$ cat src/rtl/display_8x8_capture.sv
// display_8x8_capture
//   Receive-side model of the 8x8 RGB LED display serial interface. It watches
//   the shift-register control lines the display driver produces, rebuilds each
//   latched column, streams that column out over valid/ready, and keeps an
//   8-column RGB frame buffer that can be read back.
//
// Ports
//   clk, rst_n        system clock; synchronous active-low reset
//   reset_out         shift-register reset from the driver (active low)
//   OE                output enable (active low); observed only
//   SH_CP, ST_CP, DS  shift clock, store clock, serial data (all sync to clk)
//   col_select[7:0]   active column, one-hot, active high
//   col_valid/ready   column stream handshake
//   col_idx, red_out, green_out, blue_out   captured column payload
//   rd_col, rd_red, rd_green, rd_blue       registered frame-buffer read port
//   frame_done        1-cycle pulse once all 8 columns have been stored
//   err_len, err_col, overrun               sticky error flags
//
// Handshake: col_valid rises with a new column and then holds, together with
// col_idx/red_out/green_out/blue_out, until col_valid && col_ready at a posedge.
// A latch in that same accepting cycle reloads the payload (back-to-back valid).
module display_8x8_capture #(
  parameter int BITS_PER_COL  = 24,
  parameter bit DS_ACTIVE_LOW = 1'b0
) (
  input  logic       clk,
  input  logic       rst_n,
  input  logic       reset_out,
  input  logic       OE,
  input  logic       SH_CP,
  input  logic       ST_CP,
  input  logic       DS,
  input  logic [7:0] col_select,
  output logic       col_valid,
  input  logic       col_ready,
  output logic [2:0] col_idx,
  output logic [7:0] red_out,
  output logic [7:0] green_out,
  output logic [7:0] blue_out,
  input  logic [2:0] rd_col,
  output logic [7:0] rd_red,
  output logic [7:0] rd_green,
  output logic [7:0] rd_blue,
  output logic       frame_done,
  output logic       err_len,
  output logic       err_col,
  output logic       overrun
);

  localparam logic [4:0] LEN = 5'(BITS_PER_COL);

  // OE does not gate capture; it is only part of the snooped bus.
  logic oe_unused;
  assign oe_unused = OE;

  logic        sh_prev_q, st_prev_q;
  logic [23:0] sreg_q, sreg_d, sreg_s;
  logic [4:0]  cnt_q, cnt_d, cnt_s;
  logic [7:0]  mask_q, mask_d, mask_n;
  logic        col_valid_q, col_valid_d;
  logic [2:0]  col_idx_q, col_idx_d;
  logic [23:0] col_data_q, col_data_d;
  logic        frame_done_q, frame_done_d;
  logic        err_len_q, err_len_d;
  logic        err_col_q, err_col_d;
  logic        overrun_q, overrun_d;
  logic [23:0] fb_q [8];
  logic [23:0] rd_q;

  logic       sh_rise, st_rise;
  logic       sel_onehot;
  logic [2:0] sel_idx;
  logic       fb_we;

  always_comb begin
    sh_rise = SH_CP & ~sh_prev_q;
    st_rise = ST_CP & ~st_prev_q;

    // Shift stage first; a latch in the same cycle sees the updated values.
    sreg_s = sreg_q;
    cnt_s  = cnt_q;
    if (!reset_out) begin
      sreg_s = '0;
      cnt_s  = '0;
    end else if (sh_rise) begin
      sreg_s = {sreg_q[22:0], DS ^ DS_ACTIVE_LOW};
      cnt_s  = (cnt_q == 5'd31) ? cnt_q : cnt_q + 5'd1;
    end

    sel_onehot = (col_select != 8'd0) && ((col_select & (col_select - 8'd1)) == 8'd0);
    sel_idx = 3'd0;
    for (int i = 0; i < 8; i++) begin
      if (col_select[i]) sel_idx = 3'(i);
    end

    sreg_d       = sreg_s;
    cnt_d        = cnt_s;
    mask_d       = mask_q;
    mask_n       = mask_q | (8'd1 << sel_idx);
    col_valid_d  = col_valid_q;
    col_idx_d    = col_idx_q;
    col_data_d   = col_data_q;
    frame_done_d = 1'b0;
    err_len_d    = err_len_q;
    err_col_d    = err_col_q;
    overrun_d    = overrun_q;
    fb_we        = 1'b0;

    if (col_valid_q && col_ready) col_valid_d = 1'b0;

    if (st_rise) begin
      cnt_d = '0;
      if (cnt_s != LEN) err_len_d = 1'b1;
      if (!sel_onehot) begin
        err_col_d = 1'b1;
      end else begin
        fb_we = 1'b1;
        if (mask_n == 8'hFF) begin
          frame_done_d = 1'b1;
          mask_d       = 8'h00;
        end else begin
          mask_d = mask_n;
        end
        if (!col_valid_q || col_ready) begin
          col_valid_d = 1'b1;
          col_idx_d   = sel_idx;
          col_data_d  = sreg_s;
        end else begin
          overrun_d = 1'b1;
        end
      end
    end
  end

  always_ff @(posedge clk) begin
    if (!rst_n) begin
      sh_prev_q    <= 1'b0;
      st_prev_q    <= 1'b0;
      sreg_q       <= '0;
      cnt_q        <= '0;
      mask_q       <= '0;
      col_valid_q  <= 1'b0;
      col_idx_q    <= '0;
      col_data_q   <= '0;
      frame_done_q <= 1'b0;
      err_len_q    <= 1'b0;
      err_col_q    <= 1'b0;
      overrun_q    <= 1'b0;
      rd_q         <= '0;
      for (int i = 0; i < 8; i++) fb_q[i] <= '0;
    end else begin
      sh_prev_q    <= SH_CP;
      st_prev_q    <= ST_CP;
      sreg_q       <= sreg_d;
      cnt_q        <= cnt_d;
      mask_q       <= mask_d;
      col_valid_q  <= col_valid_d;
      col_idx_q    <= col_idx_d;
      col_data_q   <= col_data_d;
      frame_done_q <= frame_done_d;
      err_len_q    <= err_len_d;
      err_col_q    <= err_col_d;
      overrun_q    <= overrun_d;
      // Read samples the pre-write contents: same-cycle write returns old data.
      rd_q         <= fb_q[rd_col];
      if (fb_we) fb_q[sel_idx] <= sreg_s;
    end
  end

  assign col_valid  = col_valid_q;
  assign col_idx    = col_idx_q;
  assign red_out    = col_data_q[23:16];
  assign green_out  = col_data_q[15:8];
  assign blue_out   = col_data_q[7:0];
  assign rd_red     = rd_q[23:16];
  assign rd_green   = rd_q[15:8];
  assign rd_blue    = rd_q[7:0];
  assign frame_done = frame_done_q;
  assign err_len    = err_len_q;
  assign err_col    = err_col_q;
  assign overrun    = overrun_q;

endmodule

$ cat config.mk
export PLATFORM = sky130hd
export DESIGN_NAME = display_8x8_capture
export DESIGN_NICKNAME = d
export VERILOG_FILES = /design/src/rtl/display_8x8_capture.sv
export SDC_FILE = /design/constraint.sdc
export NUM_CORES = 1
export LEC_CHECK = 0
export BUFFER_PORTS_ARGS = -buffer_cell sky130_fd_sc_hd__buf_2
export CAP_MARGIN = 0
export CORE_MARGIN = 2
export CORE_UTILIZATION = 50
export DETAILED_ROUTE_END_ITERATION = 12
export GPL_TIMING_DRIVEN = 0
export HOLD_SLACK_MARGIN = 0.02
export PLACE_DENSITY = 0.68
export SETUP_SLACK_MARGIN = 0.05
export SKIP_LAST_GASP = 1
export SYNTH_ARGS = -nofsm -noshare
export SYNTH_HDL_FRONTEND = slang
export SYNTH_SLANG_ARGS = --single-unit
$ cat constraint.sdc
create_clock -name clk -period 4.45 [get_ports clk]
set_clock_uncertainty 0.2 [all_clocks]
set_input_delay 0.89 -clock clk [delete_from_list [all_inputs] [get_ports clk]]
set_output_delay 0.89 -clock clk [all_outputs]
set_load 0.005 [all_outputs]
; After elaboration in Yosys (flattened, before gate mapping)
; Memories as Yosys holds them, arrays and structs flattened. A register that Yosys moved wholly into a read port is not among the register bits.
; Index checks and enable logic that the tools add are counted.
[totals]
register_bits = 71
ramBits = 192
inputBits = 19
out_inout_bits = 56
n_memories = 1
[memory_table]
columns = memory, words, width, read_ports, rd_ports_with_merged_regs, wr, line
row1 = fb_q, 8, 24, 1, 1, 8, 67  ; logic [23:0] fb_q [8];
[op_classes]
addsub = 2
eq_ne = 3
shifts = 1
n_mux = 27
bitwise_logic = 9
n_reduce_logical = 15
[op_table]
columns = op, n
row1 = $mux W24, 3
row2 = $reduce_or A24 Y1, 1
row3 = $mux W3, 7
row4 = $mux W5, 3
row5 = $mux W1, 13
row6 = $reduce_and A3 Y1, 3
row7 = $and A8 B8 Y8, 1
row8 = $eq A8 B8 Y1 const B, 1
row9 = $logic_not A8 Y1, 1
row10 = $mux W8, 1
row11 = $or A8 B8 Y8, 1
row12 = $reduce_bool A8 Y1, 1
row13 = $shl A1 B3 Y8 const A, 1
row14 = $sub A8 B1 Y8 const B, 1
row15 = $reduce_and A2 Y1, 3
row16 = $add A5 B1 Y5 const B, 1
row17 = $eq A5 B5 Y1 const B, 1
row18 = $ne A5 B5 Y1 const B, 1
row19 = $not A1 Y1, 5
row20 = $and A1 B1 Y1, 2
row21 = $logic_and A1 B1 Y1, 2
row22 = $logic_not A1 Y1, 2
row23 = $reduce_or A2 Y1, 1
row24 = $logic_or A1 B1 Y1, 1

; Longest topological paths before layout
; Gate-level depths: netlist of run 1.
[depth]
ltp_word = 11
depth_mapped = 8
ltp_nobuf = 6

; Least setup slack after synthesis of run 1
; Ideal clock, no wire load.
[synth_path]
path_type = input -> register
startpoint = input port col_select[5]
endpoint = memory fb_q[2][0] (enable)
setup_ns = 0.381
arrival_ns = 2.867
required_time_ns = 3.869
setup_slack_ns = 1.002
path_stages = 8
n_path_buf = 3
path_cell_list = buf_2 or4_1 nor2_2 o31a_4 buf_8 nand4_4 buf_6 nand2_1
[synth_lines]
columns = item, line
row1 = start: declaration, 33  ; input logic [7:0] col_select,
row2 = end: declaration, 67

==> summary.txt, run 1 <==
Yosys
  – Flops & latches, synth: 287
  – Mapped Nets: 922
  – Cell variety after synth: 55
  – Yosys warns: 0
  – Mapped Cells: 902
  – Most frequent cells after synthesis: nor2_1 (208), edfxtp_1 (192), dfxtp_1 (95)
  – Post-synth top area cell: edfxtp_1
  – Seq/Total Area, Yosys: 0.6429
  – Asr flop ratio synth: 0
  – Synth Flop Type: edfxtp_1
  – Synth top area cells: edfxtp_1 (48%), dfxtp_1 (16%), mux4_2 (9.1%), nor2_1 (6.5%), mux2i_1 (6.1%)
  – Area share of the largest cell type after synthesis: 0.4834
  – Avg Cell Area, Syn: 13.22 um^2
  – Area of the mapped netlist: ~12,000 um^2
  – Number of flops mapped to enable cells by yosys: 192
  – Dominant cell by count in the synthesized netlist: nor2_1

Clock tree
  – Post_cts resized: 0
  – Reg clk slew, reported paths: 0.06 ns
  – Worst-Skew Late Latency: 0.53 ns
  – CTS Buf Count: 29
  – Hold Buf Count CTS: 0
  – H-tree depth: 1
  – Root Buffer: clkbuf_16
  – TritonCTS clock tree: built
  – Clock buffer depth: 3
  – Clock tree sinks: 287
  – Post-CTS setup buffers: 0

Final layout
  – Multi-input gate area: 3772 um^2
  – Layout area overhead: 13.82%
  – Non-Filler Instances: 1,343
  – Layout net count: 1,022
  – Layout cells sized above 1: 0.2168
  – # diodes: 0
  – Register area: 7667 um^2
  – Filler cell count: 1,925

Worst hold path
  – Hold Path Origin: col_data_q[3]
  – Tightest Hold Check Type: register to register
  – Hold depth: 2
  – Worst Hold Path EP: col_data_q[3]

Die
  – I/O pin count: between 70 and 80
  – Area of the die: roughly 25,000 um^2
  – Initial Util: 0.5081
  – Die Width: 158.4 um
  – Core area: 23,470 um^2
  – Num rows: 56
  – Die Ht: 158.4 um

Drt
  – First DRT Iteration DRCs: 648
  – TritonRoute pass-1 iters: 7
  – Routed Antenna Nets: 0
  – Via count: 7,272
  – # DRC: 0
  – WL per Instance: around 20 um
  – DR vias/cell: 5.415
  – Routed WL: about 27 mm

Critical path
  – Worst Reg2Reg Path Length in Cells: 5
  – FF-to-FF End: fb_q[0][11]
  – Req. time, crit path: 4.39 ns
  – Startpoint types: input port
  – Endpoint class of the critical path: register
  – Critical path type: input port to register
  – CP max FO: 24
  – FF-to-FF Start: st_prev_q
  – R2R Setup Slk: 1.34 ns
  – Crit path arrival time: 3.71 ns

Pwr
  – VDD IR max: 333.1 uV
  – Cell Pwr Density: 406.2 nW/um^2
  – Leakage power: 5.173 nW

Timing
  – Pins over their slew limit: 0
  – Post-route setup TNS: 0 ns
  – Final Hold Violating Endpoints: 0
  – Fin crit share: 0.8477
  – Min cycle time layout: 3.772 ns
  – Measured slew at the worst slew-check pin: around 1.3 ns
  – Final setup viols: 0
  – Slew Limit Headroom: 0.1077
  – Max Fclk: 0.2651 GHz
  – Worst hold slack: 0.2555 ns
  – RSZ-0062 raised after global routing: no

GRT
  – Largest net degree at the start of global routing: 25
  – Total Routing Usage GR: 0.2218
  – Overflow after GRT: 0
  – Global-route wire length before repair: between 40 and 50 mm
  – Initial antenna violation count: 0
  – Vias in the first global route: 7,130

Run status
  – Status: finished, final reports clean

Placement
  – Placed Cells: 1,290
  – Port-buffer cells: around 70
  – GP Congestion: 0.7714
  – DPL Wire Length: 17.50 mm

Job
  – Max_cap viols: 0
[power breakdown]
group | switching (W) | internal (W) | leakage (nW)
clock | 0.000963 | 0.00130 | 0.431
sequential | 0.0000237 | 0.00293 | 2.70
combinational | 0.000177 | 0.000120 | 2.04
[how the worst max path moves through the flow]
stage                  start           to  slack (ns)  depth (start not counted)
2_1_floorplan  col_select[5]   fb_q[2][0]        1.00                          8
3_3_place_gp   col_select[7]  fb_q[1][11]        0.11                          9
3_5_place_dp   col_select[4]  fb_q[2][10]        0.11                          8
4_1_cts        col_select[7]   fb_q[1][6]        0.66                          9
5_1_grt        col_select[7]   fb_q[0][6]        0.51                          8
6_report       col_select[7]  fb_q[0][11]        0.68                          8
[cells by family after synthesis]
group / share of synthesized area
XOR/XNOR: 0.0007345
multiplexers: 0.1519
buffers and inverters: 0.04123
adder cells (fa/ha/maj): 0.001049
AO/OA/AOI/OAI: 0.02434
flip-flops: 0.6429
AND/OR/NAND/NOR: 0.1379
[state kept, by name (all words and copies together), names as in the netlist]
name        flops
cnt_q           5
frame_done      1
st_prev_q       1
fb_q          192
err_col         1
col_valid       1
overrun         1
sh_prev_q       1
sreg_q         24
err_len         1
mask_q          8
col_data_q     24
col_idx         3
rd_q           24
[final cells by class]
class | instances | share of cell area
inverters | 30 | 0.008296
repair buffers | 69 | 0.02710
plain buffers | 76 | 0.02793
well taps | 319 | 0.02940
clock inverters | 17 | 0.009125
multi-input cells | 509 | 0.2779
flip-flops and latches | 287 | 0.5648
clock buffers | 36 | 0.05540
[critical path: stages]
cell     delay [ns]
buf_2          0.10
buf_2          0.19
nor4_4         0.43
nand2_1        0.15
nor2_1         0.33
nand3_2        0.29
buf_2          0.32
nand2_1        1.00
[stage by stage]
step                      total power, W  cell area, um^2    util  worst slack [ns]
after global placement          0.003299            12670  0.5396            0.1084
after floorplan                 0.003195            11930       -             1.002
final                           0.005514            13570  0.5783            0.6778
after CTS                       0.005552            13570  0.5781            0.6628
after global routing            0.005686            13570  0.5783            0.5139
after detailed placement        0.003309            12690  0.5408            0.1055
[per-layer routing]
metal | share of wire | global-route usage
met1 | 0.43 | 0.3086
met2 | 0.49 | 0.3731
met3 | 0.055 | 0.03293
met4 | 0.019 | 0.05019
met5 | 0 | 0
[cell usage in the layout, fill, tap and decap left out, types with 4 or more instances in the layout]
cell,count
nor2_1,208
edfxtp_1,192
dfxtp_1,95
buf_2,89
mux2i_1,73
clkbuf_1,49
mux4_2,48
nand2_1,41
inv_1,29
clkbuf_16,29
nand2b_1,27
nor2_2,20
a31oi_1,9
clkinv_1,9
nor3_1,8
nor2b_1,7
a21oi_1,7
buf_6,6
clkinv_2,6
a211oi_1,5
nand3_1,5
nand3_2,4
and2_1,4
No activity file was read; power rests on OpenSTA's default activity.
==> run 2: changes to the inputs <==
--- a/config.mk
+++ b/config.mk
@@ -12,7 +12,7 @@
 export DETAILED_ROUTE_END_ITERATION = 12
 export GPL_TIMING_DRIVEN = 0
 export HOLD_SLACK_MARGIN = 0.02
-export PLACE_DENSITY = 0.68
+export PLACE_DENSITY = 0.7
 export SETUP_SLACK_MARGIN = 0.05
 export SKIP_LAST_GASP = 1
 export SYNTH_ARGS = -nofsm -noshare
==> constraint.sdc (replaced) <==
create_clock -name clk -period 3.34 [get_ports clk]
set_clock_uncertainty 0.2 [all_clocks]
set_input_delay 0.668 -clock clk [delete_from_list [all_inputs] [get_ports clk]]
set_output_delay 0.668 -clock clk [all_outputs]
set_load 0.005 [all_outputs]
==> run 2 against run 1 <==
Combinational power up 32%. Worst hold slack worse by 0.11 ns. Sequential share of layout area down 0.073 points. Via count down 0.43%. Die area unchanged. Sequential cell count unchanged. Cell area up 0.13%. Wire length down 0.58%. Critical path type unchanged.
==> summary.txt, run 2 (synthesis results as in run 1) <==
Drt
  – Routed Antenna Nets: 0 (unchanged)
  – WL per Instance: 19.95 um (was 20.05 um)
  – # DRC: 0 (unchanged)
  – First DRT Iteration DRCs: 610 (was 648)
  – TritonRoute pass-1 iters: 6 (was 7)
  – Via count: 7,241 (was 7,272)
  – DR vias/cell: 5.396 (was 5.415)
  – Routed WL: 26.78 mm (was 26.93 mm)

Timing
  – Fin worst setup slack: 0.2160 ns (was 0.6778 ns)
  – RSZ-0062 raised after global routing: no (unchanged)
  – Max Fclk: 0.3201 GHz
  – Worst hold slack: 0.1473 ns (was 0.2555 ns)
  – Final Hold Violating Endpoints: 0 (unchanged)
  – Fin crit share: 0.9353
  – Slew Limit Headroom: 0.3605 (was 0.1077)
  – Pins over their slew limit: 0 (unchanged)
  – Measured slew at the worst slew-check pin: 0.9592 ns (was 1.335 ns)
  – Min cycle time layout: 3.124 ns
  – Final setup viols: 0 (unchanged)

Run status
  – Status: finished, final reports clean (unchanged)

Final layout
  – Layout area overhead: 13.96% (was 13.82%)
  – Register bank with the most flops: fb_q (unchanged)
  – # diodes: 0 (unchanged)
  – Non-Filler Instances: 1,342 (was 1,343)
  – Most common cell after layout, fill and taps aside: nor2_1 (unchanged)
  – Layout cells sized above 1: 0.2239 (was 0.2168)
  – Layout net count: 1,021 (was 1,022)
  – Max reg flops: 192 (unchanged)
  – Commonest non-fill, non-tap cells in the layout: nor2_1 (208), edfxtp_1 (192), dfxtp_1 (95), buf_2 (89), mux2i_1 (73) (unchanged)
  – Filler cell count: 1,886 (was 1,925)

Critical path
  – Req. time, crit path: 3.31 ns (was 4.39 ns)
  – Endpoint class of the critical path: register (unchanged)
  – Crit. Startpoint: col_select[7] (unchanged)
  – Critical path type: input port to register (unchanged)
  – Crit path arrival time: 3.09 ns (was 3.71 ns)
  – CP max FO: 24 (unchanged)
  – FF-to-FF Start: st_prev_q (unchanged)
  – FF-to-FF End: fb_q[0][0] (was fb_q[0][11])
  – Worst Reg2Reg Path Length in Cells: 5 (unchanged)
  – R2R Setup Slk: 0.64 ns (was 1.34 ns)
  – Startpoint types: input port (unchanged)

GRT
  – Total Routing Usage GR: 0.2199 (was 0.2218)
  – Largest net degree at the start of global routing: 25 (unchanged)
  – Initial antenna violation count: 0 (unchanged)
  – Vias in the first global route: 7,202 (was 7,130)
  – Overflow after GRT: 0 (unchanged)
  – Global-route wire length before repair: 40.74 mm (was 41.46 mm)

Placement
  – GP Congestion: 0.7882 (was 0.7714)
  – DPL Wire Length: 16.97 mm (was 17.50 mm)
  – Port-buffer cells: 68 (unchanged)
  – DP Worst Slack: -0.7811 ns (was 0.1055 ns)
  – Placed Cells: 1,289 (was 1,290)

Die
  – Num rows: 56 (unchanged)
  – Die Width: 158.4 um (unchanged)
  – Initial Util: 0.5081 (unchanged)
  – I/O pin count: 75 (unchanged)
  – Die Ht: 158.4 um (unchanged)
  – Core area: 23,470 um^2 (unchanged)
  – Area of the die: 25,100 um^2 (unchanged)

Worst hold path
  – Tightest Hold Check Type: input port to register (was register to register)
  – Hold depth: 2 (unchanged)
  – Hold Path Origin: SH_CP (was col_data_q[3])
  – Worst Hold Path EP: sh_prev_q (was col_data_q[3])

Clock tree
  – Reg clk slew, reported paths: 0.06 ns (about the same)
  – H-tree depth: 1 (unchanged)
  – Clock tree sinks: 287 (unchanged)
  – Worst-Skew Late Latency: 0.54 ns (was 0.53 ns)
  – Root Buffer: clkbuf_16 (unchanged)
  – TritonCTS clock tree: built (unchanged)
  – Clock buffer depth: 3 (unchanged)
  – CTS Buf Count: 29 (unchanged)

Pwr
  – Cell Pwr Density: 546.4 nW/um^2 (was 406.2 nW/um^2)
  – VDD IR max: 311.0 uV (was 333.1 uV)
  – Leakage power: 5.174 nW (was 5.173 nW)

Job
  – Max_cap viols: 0 (unchanged)
## run 2: final cells by class
| type | count | area (um^2) | share of cell area |
|---|---|---|---|
| clock inverter | 5 | 48.80 | 0.003590 |
| clock buffer | 48 | 857.1 | 0.06306 |
| inverter | 30 | 112.6 | 0.008285 |
| multi-input combinational | 509 | 3787 | 0.2787 |
| tap | 319 | 399.1 | 0.02937 |
| sequential | 287 | 7667 | 0.5641 |
| timing repair buffer | 68 | 340.3 | 0.02504 |
| buffer | 76 | 379.1 | 0.02789 |
## run 2: per-stage QoR
stage | utilization | power (W) | instance area (um^2) | setup TNS [ns]
floorplan | - | 0.004255 | 11930 | 0
global placement | 0.5396 | 0.004392 | 12670 | -125.46
detailed placement | 0.5396 | 0.004402 | 12670 | -131.01
CTS | 0.5789 | 0.007452 | 13590 | 0
global route | 0.5791 | 0.007630 | 13590 | 0
finish | 0.5791 | 0.007427 | 13590 | 0
## run 2: timing repair
| item | 4_1_cts | 5_1_grt |
|---|---|---|
| hold endpoints to repair | 0 | 0 |
| resized for setup | 7 | 1 |
| hold buffers | 0 | 0 |
| setup buffers | 0 | 0 |
| endpoints found under the setup margin | 168 | 24 |
## run 2: worst max path at each step
stage / slack (ns) / cells past startpoint / endpoint
2_1_floorplan: 0.11 / 8 / fb_q[2][0]
3_5_place_dp: -0.78 / 9 / fb_q[1][6]
3_3_place_gp: -0.76 / 9 / fb_q[1][8]
5_1_grt: 0.08 / 8 / fb_q[0][0]
6_report: 0.22 / 8 / fb_q[0][0]
4_1_cts: 0.12 / 8 / fb_q[7][6]
## run 2: critical path, stage by stage
cell,delay (ns)
buf_2,0.10
buf_2,0.18
nor4_4,0.44
nand2_1,0.15
nor2_1,0.32
nand3_2,0.27
buf_2,0.32
nand2_2,0.59
## run 2: report_power, final
part           switching (W)  internal (W)  leakage (nW)
Sequential         0.0000311       0.00390          2.70
Clock                0.00129       0.00181         0.443
Combinational       0.000236      0.000156          2.03
## run 2: metal layers
layer | routed length (um) | part of all wire | GRT usage | vias to the layer above
met1 | 11580 | 0.43 | 0.2967 | 3608
li1 | - | - | - | 3383
met3 | 1322 | 0.049 | 0.02504 | 41
met2 | 13350 | 0.50 | 0.3805 | 209
met5 | 0 | 0 | 0 | -
met4 | 515 | 0.019 | 0.06092 | 0
